## src/rtl/toggle_handshake_rx.sv

```systemverilog
`default_nettype none
// ============================================================================
// Module      : toggle_handshake_rx
// Description : Destination-side receiver of a toggle req/ack CDC. A toggle on
//               the already-synchronized req line captures the quasi-static
//               source bus after a settle delay, offers it on a valid/ready
//               port and returns an ack toggle once the word is accepted.
//               Optional feature macro: PARITY_CHECK_EN (even-parity check
//               over {async_parity, async_data} at capture time).
// Revision    : 1.0 - initial release
// ============================================================================
module toggle_handshake_rx #(
    parameter int DATA_WIDTH    = 8,
    parameter int SETTLE_CYCLES = 1,
    parameter int CNT_WIDTH     = 4
) (
    input  logic                  clk,
    input  logic                  reset_n,
    input  logic                  sync_req,
    input  logic [DATA_WIDTH-1:0] async_data,
    input  logic                  out_ready,
`ifdef PARITY_CHECK_EN
    input  logic                  async_parity,
    output logic                  parity_err,
`endif
    output logic [DATA_WIDTH-1:0] out_data,
    output logic                  out_valid,
    output logic                  ack_toggle,
    output logic                  overrun_err
);

    typedef enum logic [1:0] {
        ST_IDLE   = 2'd0,
        ST_SETTLE = 2'd1,
        ST_VALID  = 2'd2
    } state_t;

    // Counter reload value; a zero settle delay never loads the counter.
    localparam logic [CNT_WIDTH-1:0] c_settle_load =
        CNT_WIDTH'((SETTLE_CYCLES > 0) ? (SETTLE_CYCLES - 1) : 0);
    localparam bit c_no_settle = (SETTLE_CYCLES == 0);

    state_t                  r_state, w_state_nxt;
    logic                    r_req_seen, w_req_seen_nxt;
    logic [CNT_WIDTH-1:0]    r_cnt, w_cnt_nxt;
    logic [DATA_WIDTH-1:0]   r_out_data, w_out_data_nxt;
    logic                    r_out_valid, w_out_valid_nxt;
    logic                    r_ack, w_ack_nxt;
    logic                    r_overrun, w_overrun_nxt;
    logic                    w_pending;
    logic                    w_capture;

    // A req level different from the last accepted one is a new request.
    assign w_pending = sync_req ^ r_req_seen;

    // Next-state and datapath decode; every target defaults to holding.
    always_comb begin
        w_state_nxt     = r_state;
        w_req_seen_nxt  = r_req_seen;
        w_cnt_nxt       = r_cnt;
        w_out_data_nxt  = r_out_data;
        w_out_valid_nxt = r_out_valid;
        w_ack_nxt       = r_ack;
        w_overrun_nxt   = r_overrun;
        w_capture       = 1'b0;

        case (r_state)
            ST_IDLE: begin
                if (w_pending) begin
                    w_req_seen_nxt = sync_req;
                    if (c_no_settle) begin
                        w_capture = 1'b1;
                    end else begin
                        w_cnt_nxt   = c_settle_load;
                        w_state_nxt = ST_SETTLE;
                    end
                end
            end
            ST_SETTLE: begin
                // A second toggle before the ack means the source broke protocol.
                if (w_pending) begin
                    w_overrun_nxt = 1'b1;
                end
                if (r_cnt == '0) begin
                    w_capture = 1'b1;
                end else begin
                    w_cnt_nxt = r_cnt - 1'b1;
                end
            end
            ST_VALID: begin
                if (w_pending) begin
                    w_overrun_nxt = 1'b1;
                end
                if (r_out_valid && out_ready) begin
                    w_out_valid_nxt = 1'b0;
                    w_ack_nxt       = ~r_ack;
                    w_state_nxt     = ST_IDLE;
                end
            end
            default: begin
                w_state_nxt = ST_IDLE;
            end
        endcase

        if (w_capture) begin
            w_out_data_nxt  = async_data;
            w_out_valid_nxt = 1'b1;
            w_state_nxt     = ST_VALID;
        end
    end

    // State and datapath registers with asynchronous active-low reset.
    always_ff @(posedge clk or negedge reset_n) begin
        if (!reset_n) begin
            r_state     <= ST_IDLE;
            r_req_seen  <= 1'b0;
            r_cnt       <= '0;
            r_out_data  <= '0;
            r_out_valid <= 1'b0;
            r_ack       <= 1'b0;
            r_overrun   <= 1'b0;
        end else begin
            r_state     <= w_state_nxt;
            r_req_seen  <= w_req_seen_nxt;
            r_cnt       <= w_cnt_nxt;
            r_out_data  <= w_out_data_nxt;
            r_out_valid <= w_out_valid_nxt;
            r_ack       <= w_ack_nxt;
            r_overrun   <= w_overrun_nxt;
        end
    end

`ifdef PARITY_CHECK_EN
    logic r_parity_err;

    // Single-cycle parity error flag, aligned with the rising out_valid.
    always_ff @(posedge clk or negedge reset_n) begin
        if (!reset_n) begin
            r_parity_err <= 1'b0;
        end else begin
            r_parity_err <= w_capture & (^{async_parity, async_data});
        end
    end

    assign parity_err = r_parity_err;
`endif

    assign out_data    = r_out_data;
    assign out_valid   = r_out_valid;
    assign ack_toggle  = r_ack;
    assign overrun_err = r_overrun;

endmodule
`default_nettype wire

```

## config.mk

```make
export PLATFORM = sky130hd
export DESIGN_NAME = toggle_handshake_rx
export DESIGN_NICKNAME = d
export VERILOG_FILES = /design/src/rtl/toggle_handshake_rx.sv
export SDC_FILE = /design/constraint.sdc
export NUM_CORES = 1
export LEC_CHECK = 0
export CAP_MARGIN = 10
export CELL_PAD_IN_SITES_DETAIL_PLACEMENT = 0
export CELL_PAD_IN_SITES_GLOBAL_PLACEMENT = 2
export CORE_ASPECT_RATIO = 0.8
export CORE_MARGIN = 2
export CORE_UTILIZATION = 25
export DETAILED_ROUTE_END_ITERATION = 10
export GPL_ROUTABILITY_DRIVEN = 0
export MAX_ROUTING_LAYER = met4
export PLACE_DENSITY = 0.65
export SLEW_MARGIN = 20
export SYNTH_ARGS = -nofsm -noshare
export SYNTH_HDL_FRONTEND = slang
export SYNTH_SLANG_ARGS = --single-unit
```

## constraint.sdc

```tcl
create_clock -name clk -period 3.6 [get_ports clk]
set_input_delay 0.54 -clock clk [delete_from_list [all_inputs] [get_ports clk]]
set_output_delay 0.54 -clock clk [all_outputs]
set_load 0.02 [all_outputs]
```

==> results of run 1 <==
cell type report:
class                      count  share of cell area [%]
tap                           42                   4.375
inverter                       5                   1.563
timing repair buffer          22                   18.33
clock buffer                   4                   4.583
sequential                    18                   37.50
multi-input combinational     44                   33.65
through the flow:
step                      util [%]  cells  hold slack, ps
after floorplan                  -     70           244.4
after global placement       33.46    131           445.5
after detailed placement     33.46    131           457.8
after CTS                    35.08    135           473.6
after global routing         35.33    135           480.8
final                        35.33    135           466.4
cells in the mapped netlist (all sizes together), types with 2 or more instances:
cell     number
ha            5
a211oi        2
nand2         4
a21o          2
buf           3
mux2          9
xnor2         2
dfrtp        18
inv           5
a2111oi       2
cell families (layout without fill, tap and decap cells):
family | after synthesis | in the layout | synth area share, %
AOI/OAI and AO/OA | 14 | 14 | 13.37
xor gates and xnor gates | 3 | 3 | 2.988
adders and majority gates | 5 | 5 | 7.112
buffers and inverters | 8 | 31 | 4.552
DFF | 18 | 18 | 51.21
muxes | 10 | 10 | 12.66
and+or+nand+nor | 12 | 12 | 8.108
flip-flops by register name (all words and copies together), names as in the netlist:
| signal | cells |
|---|---|
| ack_toggle | 1 |
| out_data | 8 |
| out_valid | 1 |
| overrun_err | 1 |
| r_cnt | 4 |
| r_req_seen | 1 |
| r_state | 2 |
metal layers:
layer | GRT usage [%] | wire length (um) | vias up | share of wire [%]
li1 | - | - | 295 | -
met1 | 14.48 | 960 | 294 | 54
met2 | 12.53 | 699 | 20 | 39
met3 | 4.417 | 112 | 2 | 6.3
met4 | 2.473 | 13 | 0 | 0.73
met5 | - | 0 | - | 0
final timing paths:
check / start / end / cells after the start
worst max-delay path: r_state[1] / out_data[0] / 4
worst min-delay path: overrun_err / overrun_err / 1
worst max register to register: r_state[1] / out_data[0] / 4
worst min register to register: overrun_err / overrun_err / 1
max in group asynchronous: reset_n / out_data[3] / 1
min in group asynchronous: reset_n / out_valid / 1
power groups by stage:
stage               registers [mW]  clock network (mW)  logic (mW)
floorplan                    0.415                   0       0.307
global placement             0.356                   0       0.560
detailed placement           0.352                   0       0.558
CTS                          0.353               0.171       0.561
global route                 0.369               0.180       0.611
finish                       0.354               0.165       0.566
critical path: cells and delay by family (launching register included):
kind / cells / cell delay, ps
flip-flops: 1 / 390
multiplexers: 1 / 410
buffers and inverters: 1 / 100
AND/OR/NAND/NOR: 1 / 630
adder cells (fa/ha/maj): 1 / 380
==> reports/qor.yml, run 1 <==
cp.arrival_ps: 2160
final-setup-viol-count: 0
initial_core_util_pct: 25.87
syn-cell-area_um2: 879.6
place_area_um2: 1137
tightest_slew_ps: 855.0
switching_share_pct: 37.60
synth.area.top_cells: "dfrtp_1 51%, mux2_2 12%, ha_1 7.1%, inv_1 2.1%, xnor2_1 2.0%"
routed_wl_um: 1786
cp.required_ps: 3740
ys_seq_area_share_pct: 51.21
syn_area_per_cell_um2: 12.57
outcome: "complete, no violations"
final_nets: 111
power.total_mw: 1.085
ios: 23
drt_pass1_iterations: 4
maxCapViolations: 0
cpPeakStageDelay_ps: 630
drc: 0
tns_ps: 0
grtUsageTotal_pct: 10.00
fp.dieArea_um2: 4012
intPower_mw: 0.6772
layout_setup_ws_ps: 1571
pwr-share-seq_pct: 32.6
die_h_um: 57.06
cp_max_fo: 11
p_per_area_nw_per_um2: 903.6
htree_levels: 1
diodes: 0
layout_common_cells: "22 x clkdlybuf4s50_1, 18 x dfrtp_1, 9 x mux2_2, 5 x inv_1, 5 x ha_1"
crit_chain: "inv_1, ha_1, nor4bb_4, mux2_2"
skew_ps: 6.476
rsz0062_at_grt: "no"
num_rows: 19
insertion_delay_ps: 250
yosys.area.top_type: "dfrtp_1"
cts_sinks: 18
dp_hpwl_um: 1284
post-cts-setup-buffers: 0
grt_pass1_vias: 615
endpoint_kind: "flop"
final_max_slew_viol_count: 0
cts-root-buf: "clkbuf_8"
fillers: 343
hp-class: "flop to flop"
port_buffers: 22
grt_pass1_wl_um: 2987
clk_path_buf_depth: 2
core_um2: 3400
antenna_found_initial: 0
ir_drop_uv: 436.4
switchingPower_mw: 0.4081
cts_tree: "built"
vias_per_cell: 4.526
synth-edff-count: 0
seq_area_um2: 450.4
slew_headroom_pct: 42.82
max_freq_ghz: 0.4929
syn_inst: 70
critical_path_class: "flop to flop"
clk_pin_slew_worst_paths_ps: 70
fin_area_um2: 1201
p_leak_nw: 0.5135
async_flop_share_pct: 100.0
yosys.area.top_type_share_pct: 51.21
r2r_slack_ps: 1570
post-route-min-period_ps: 2029
areaGrowthSynthToFinish_pct: 36.56
cts_inserted_buffers: 3
final_antenna_net_count: 0
final_common_cell: "clkdlybuf4s50_1"
cpMaxStageDelayCell: "nor4bb_4"
synth.distinct_cells: 30
cp-start-kind: "flop"
cts-hold-fix-buffers: 0
pwr-share-comb_pct: 52.2
fin_crit_sh_pct: 56.35
dp_slack_ps: 1233
drt_iter0_drc: 32
ys_seq_elements: 18
num_vias: 611
layout-drive-gt1-share_pct: 16.13
grt_max_degree: 19
synthesis.nets: 87
hold_viol_final: 0
fp.dieW_um: 70.32
synth_flop_cell: "dfrtp_1"
p_clk_share_pct: 15.2
ys_warn_count: 0
multi_input_area_um2: 404.1
post_drt_wl_per_cell_um: 13.23
cts_resized: 0
grt-ovfl-total: 0
No activity file was read; power rests on OpenSTA's default activity.
==> run 2: changes to the inputs <==
==> constraint.sdc (replaced) <==
create_clock -name clk -period 1.9 [get_ports clk]
set_input_delay 0.285 -clock clk [delete_from_list [all_inputs] [get_ports clk]]
set_output_delay 0.285 -clock clk [all_outputs]
set_load 0.02 [all_outputs]
==> run 2 against run 1 <==
Effect of this change:
- worst setup slack worse by 1400 ps
- wire length down 3.6%
- sequential share of layout area down 0.43 points
- first-iteration DRC count down 22%
- fmax up 20%
- register-to-register slack worse by 1400 ps
- cell area up 1.1%
- core utilization up 0.40 points
==> reports/qor.yml, run 2 (synthesis results as in run 1) <==
p_leak_nw: 0.5264  # +2.5%
post_drt_wl_per_cell_um: 12.47  # -5.7%
final_max_slew_viol_count: 0  # unchanged
r2r_slack_ps: 200  # -1370 ps
post-route-min-period_ps: 1696  # -332.3 ps
skew_ps: 2.553  # -3.924 ps
path_delay_family: "flip-flops"
htree_levels: 1  # unchanged
cts-hold-fix-buffers: 0  # unchanged
busiest_layer: "met2"
final_antenna_net_count: 0  # unchanged
cpMaxStageDelayCell: "dfrtp_1"
clk_path_buf_depth: 2  # unchanged
dp_cells: 134  # +2.3%
areaGrowthSynthToFinish_pct: 38.12
tightest_slew_ps: 547.8  # -307.1 ps
use_met1_pct: 14.10  # -0.38 points
largest_register_ffs: 8  # unchanged
max_freq_ghz: 0.5895  # +20%
grt_max_degree: 19  # unchanged
cp_max_fo: 10  # -1
cts_resized: 0  # unchanged
cp.required_ps: 2040  # -1700 ps
cts_tree: "built"
slew_headroom_pct: 63.22  # +20 points
final-setup-viol-count: 0  # unchanged
switchingPower_mw: 0.7615  # +87%
intPower_mw: 1.290  # +90%
grtUsageTotal_pct: 11.00  # +1.0 points
vias_per_cell: 4.478  # -1.1%
switching_share_pct: 37.13  # -0.47 points
cpPeakStageDelay_ps: 370  # -260 ps
final_nets: 114  # +2.7%
critical_path_class: "flop to flop"
cp.arrival_ps: 1840  # -320 ps
num_rows: 19  # unchanged
cp-start-kind: "flop"
cts_sinks: 18  # unchanged
p_per_area_nw_per_um2: 1688  # +87%
post-cts-setup-buffers: 0  # unchanged
path_buf_inv: 2  # +1
fp.dieArea_um2: 4012  # unchanged
pwr-share-comb_pct: 52.3  # about the same
ir_drop_uv: 766.9  # +76%
met3_usage_pct: 4.770  # +0.35 points
drt_pass1_iterations: 4  # unchanged
antenna_found_initial: 0  # unchanged
fillers: 337  # -1.7%
num_vias: 618  # +1.1%
tns_ps: 0  # unchanged
grt_pass1_vias: 691  # +12%
cts_inserted_buffers: 3  # unchanged
pwr-share-seq_pct: 32.4  # -0.2 points
fp.dieW_um: 70.32  # unchanged
instances_no_fill: 138  # +2.2%
outcome: "complete, no violations"
grt-ovfl-total: 0  # unchanged
rsz0062_at_grt: "no"
diodes: 0  # unchanged
hold_viol_final: 0  # unchanged
port_buffers: 22  # unchanged
layout_common_cells: "22 x clkdlybuf4s50_1, 18 x dfrtp_1, 9 x mux2_2, 5 x inv_1, 5 x ha_1"
core_um2: 3400  # unchanged
routed_wl_um: 1721  # -3.6%
cts-root-buf: "clkbuf_8"
p_clk_share_pct: 15.3  # about the same
initial_core_util_pct: 25.87  # unchanged
die_h_um: 57.06  # unchanged
insertion_delay_ps: 260  # about the same
grt_pass1_wl_um: 3291  # +10%
ios: 23  # unchanged
endpoint_kind: "flop"
dp_hpwl_um: 1264  # -1.5%
final_common_cell: "clkdlybuf4s50_1"
maxCapViolations: 0  # unchanged
drt_iter0_drc: 25  # -22%
layout-drive-gt1-share_pct: 18.75  # +2.6 points
fin_crit_sh_pct: 89.28  # +33 points
drc: 0  # unchanged
crit_chain: "inv_1, ha_1, nor4bb_2, buf_4, a2111oi_1, a221o_1"
gr-usage-met2_pct: 15.36  # +2.8 points
hp-class: "input port to async pin"
clk_pin_slew_worst_paths_ps: 70  # about the same
[run 2: metal layers]
| layer | wire length, um | up-vias |
|---|---|---|
| li1 | - | 304 |
| met1 | 842 | 287 |
| met2 | 731 | 23 |
| met3 | 120 | 4 |
| met4 | 27 | 0 |
| met5 | 0 | - |
[run 2: worst reg2reg max path, stage by stage, from the launching register on]
cell	delay, ps
dfrtp_1	370
inv_1	110
ha_1	230
nor4bb_2	290
buf_4	230
a2111oi_1	80
a221o_1	280
[run 2: per-stage QoR]
step | worst slack [ps] | hold WS (ps) | total power [mW] | utilization [%] | cell area [um2]
CTS | 177.8 | 355.6 | 2.087 | 35.74 | 1215
floorplan | 321.6 | -10.59 | 1.370 | - | 879.6
global placement | 118.2 | 444.2 | 1.750 | 34.12 | 1160
detailed placement | 85.44 | 449.7 | 1.750 | 34.12 | 1160
global route | 36.39 | 362.4 | 2.239 | 35.74 | 1215
finish | 203.7 | 347.0 | 2.051 | 35.74 | 1215
[run 2: power by group through the flow]
stage | logic (mW) | clock network (mW) | registers [mW]
2_1_floorplan | 0.583 | 0 | 0.787
3_3_place_gp | 1.09 | 0 | 0.660
3_5_place_dp | 1.08 | 0 | 0.669
4_1_cts | 1.09 | 0.331 | 0.668
5_1_grt | 1.19 | 0.354 | 0.697
6_report | 1.07 | 0.314 | 0.665
[run 2: cell type report]
cell class / instances / area (um2) / share of cell area, %
Clock buffer: 4 / 55.05 / 4.531
Inverter: 5 / 18.77 / 1.545
Multi-Input combinational cell: 44 / 395.4 / 32.54
Sequential cell: 18 / 450.4 / 37.08
Tap cell: 42 / 52.55 / 4.325
Timing Repair Buffer: 25 / 242.7 / 19.98
[run 2: worst paths after layout]
kind,end,from,cells past startpoint
setup / recovery,r_cnt[2],r_cnt[0],6
hold / removal,out_valid,reset_n,2
setup reg to reg,r_cnt[2],r_cnt[0],6
hold reg to reg,overrun_err,overrun_err,1
max in group asynchronous,out_data[3],reset_n,2
min in group clk,overrun_err,overrun_err,1
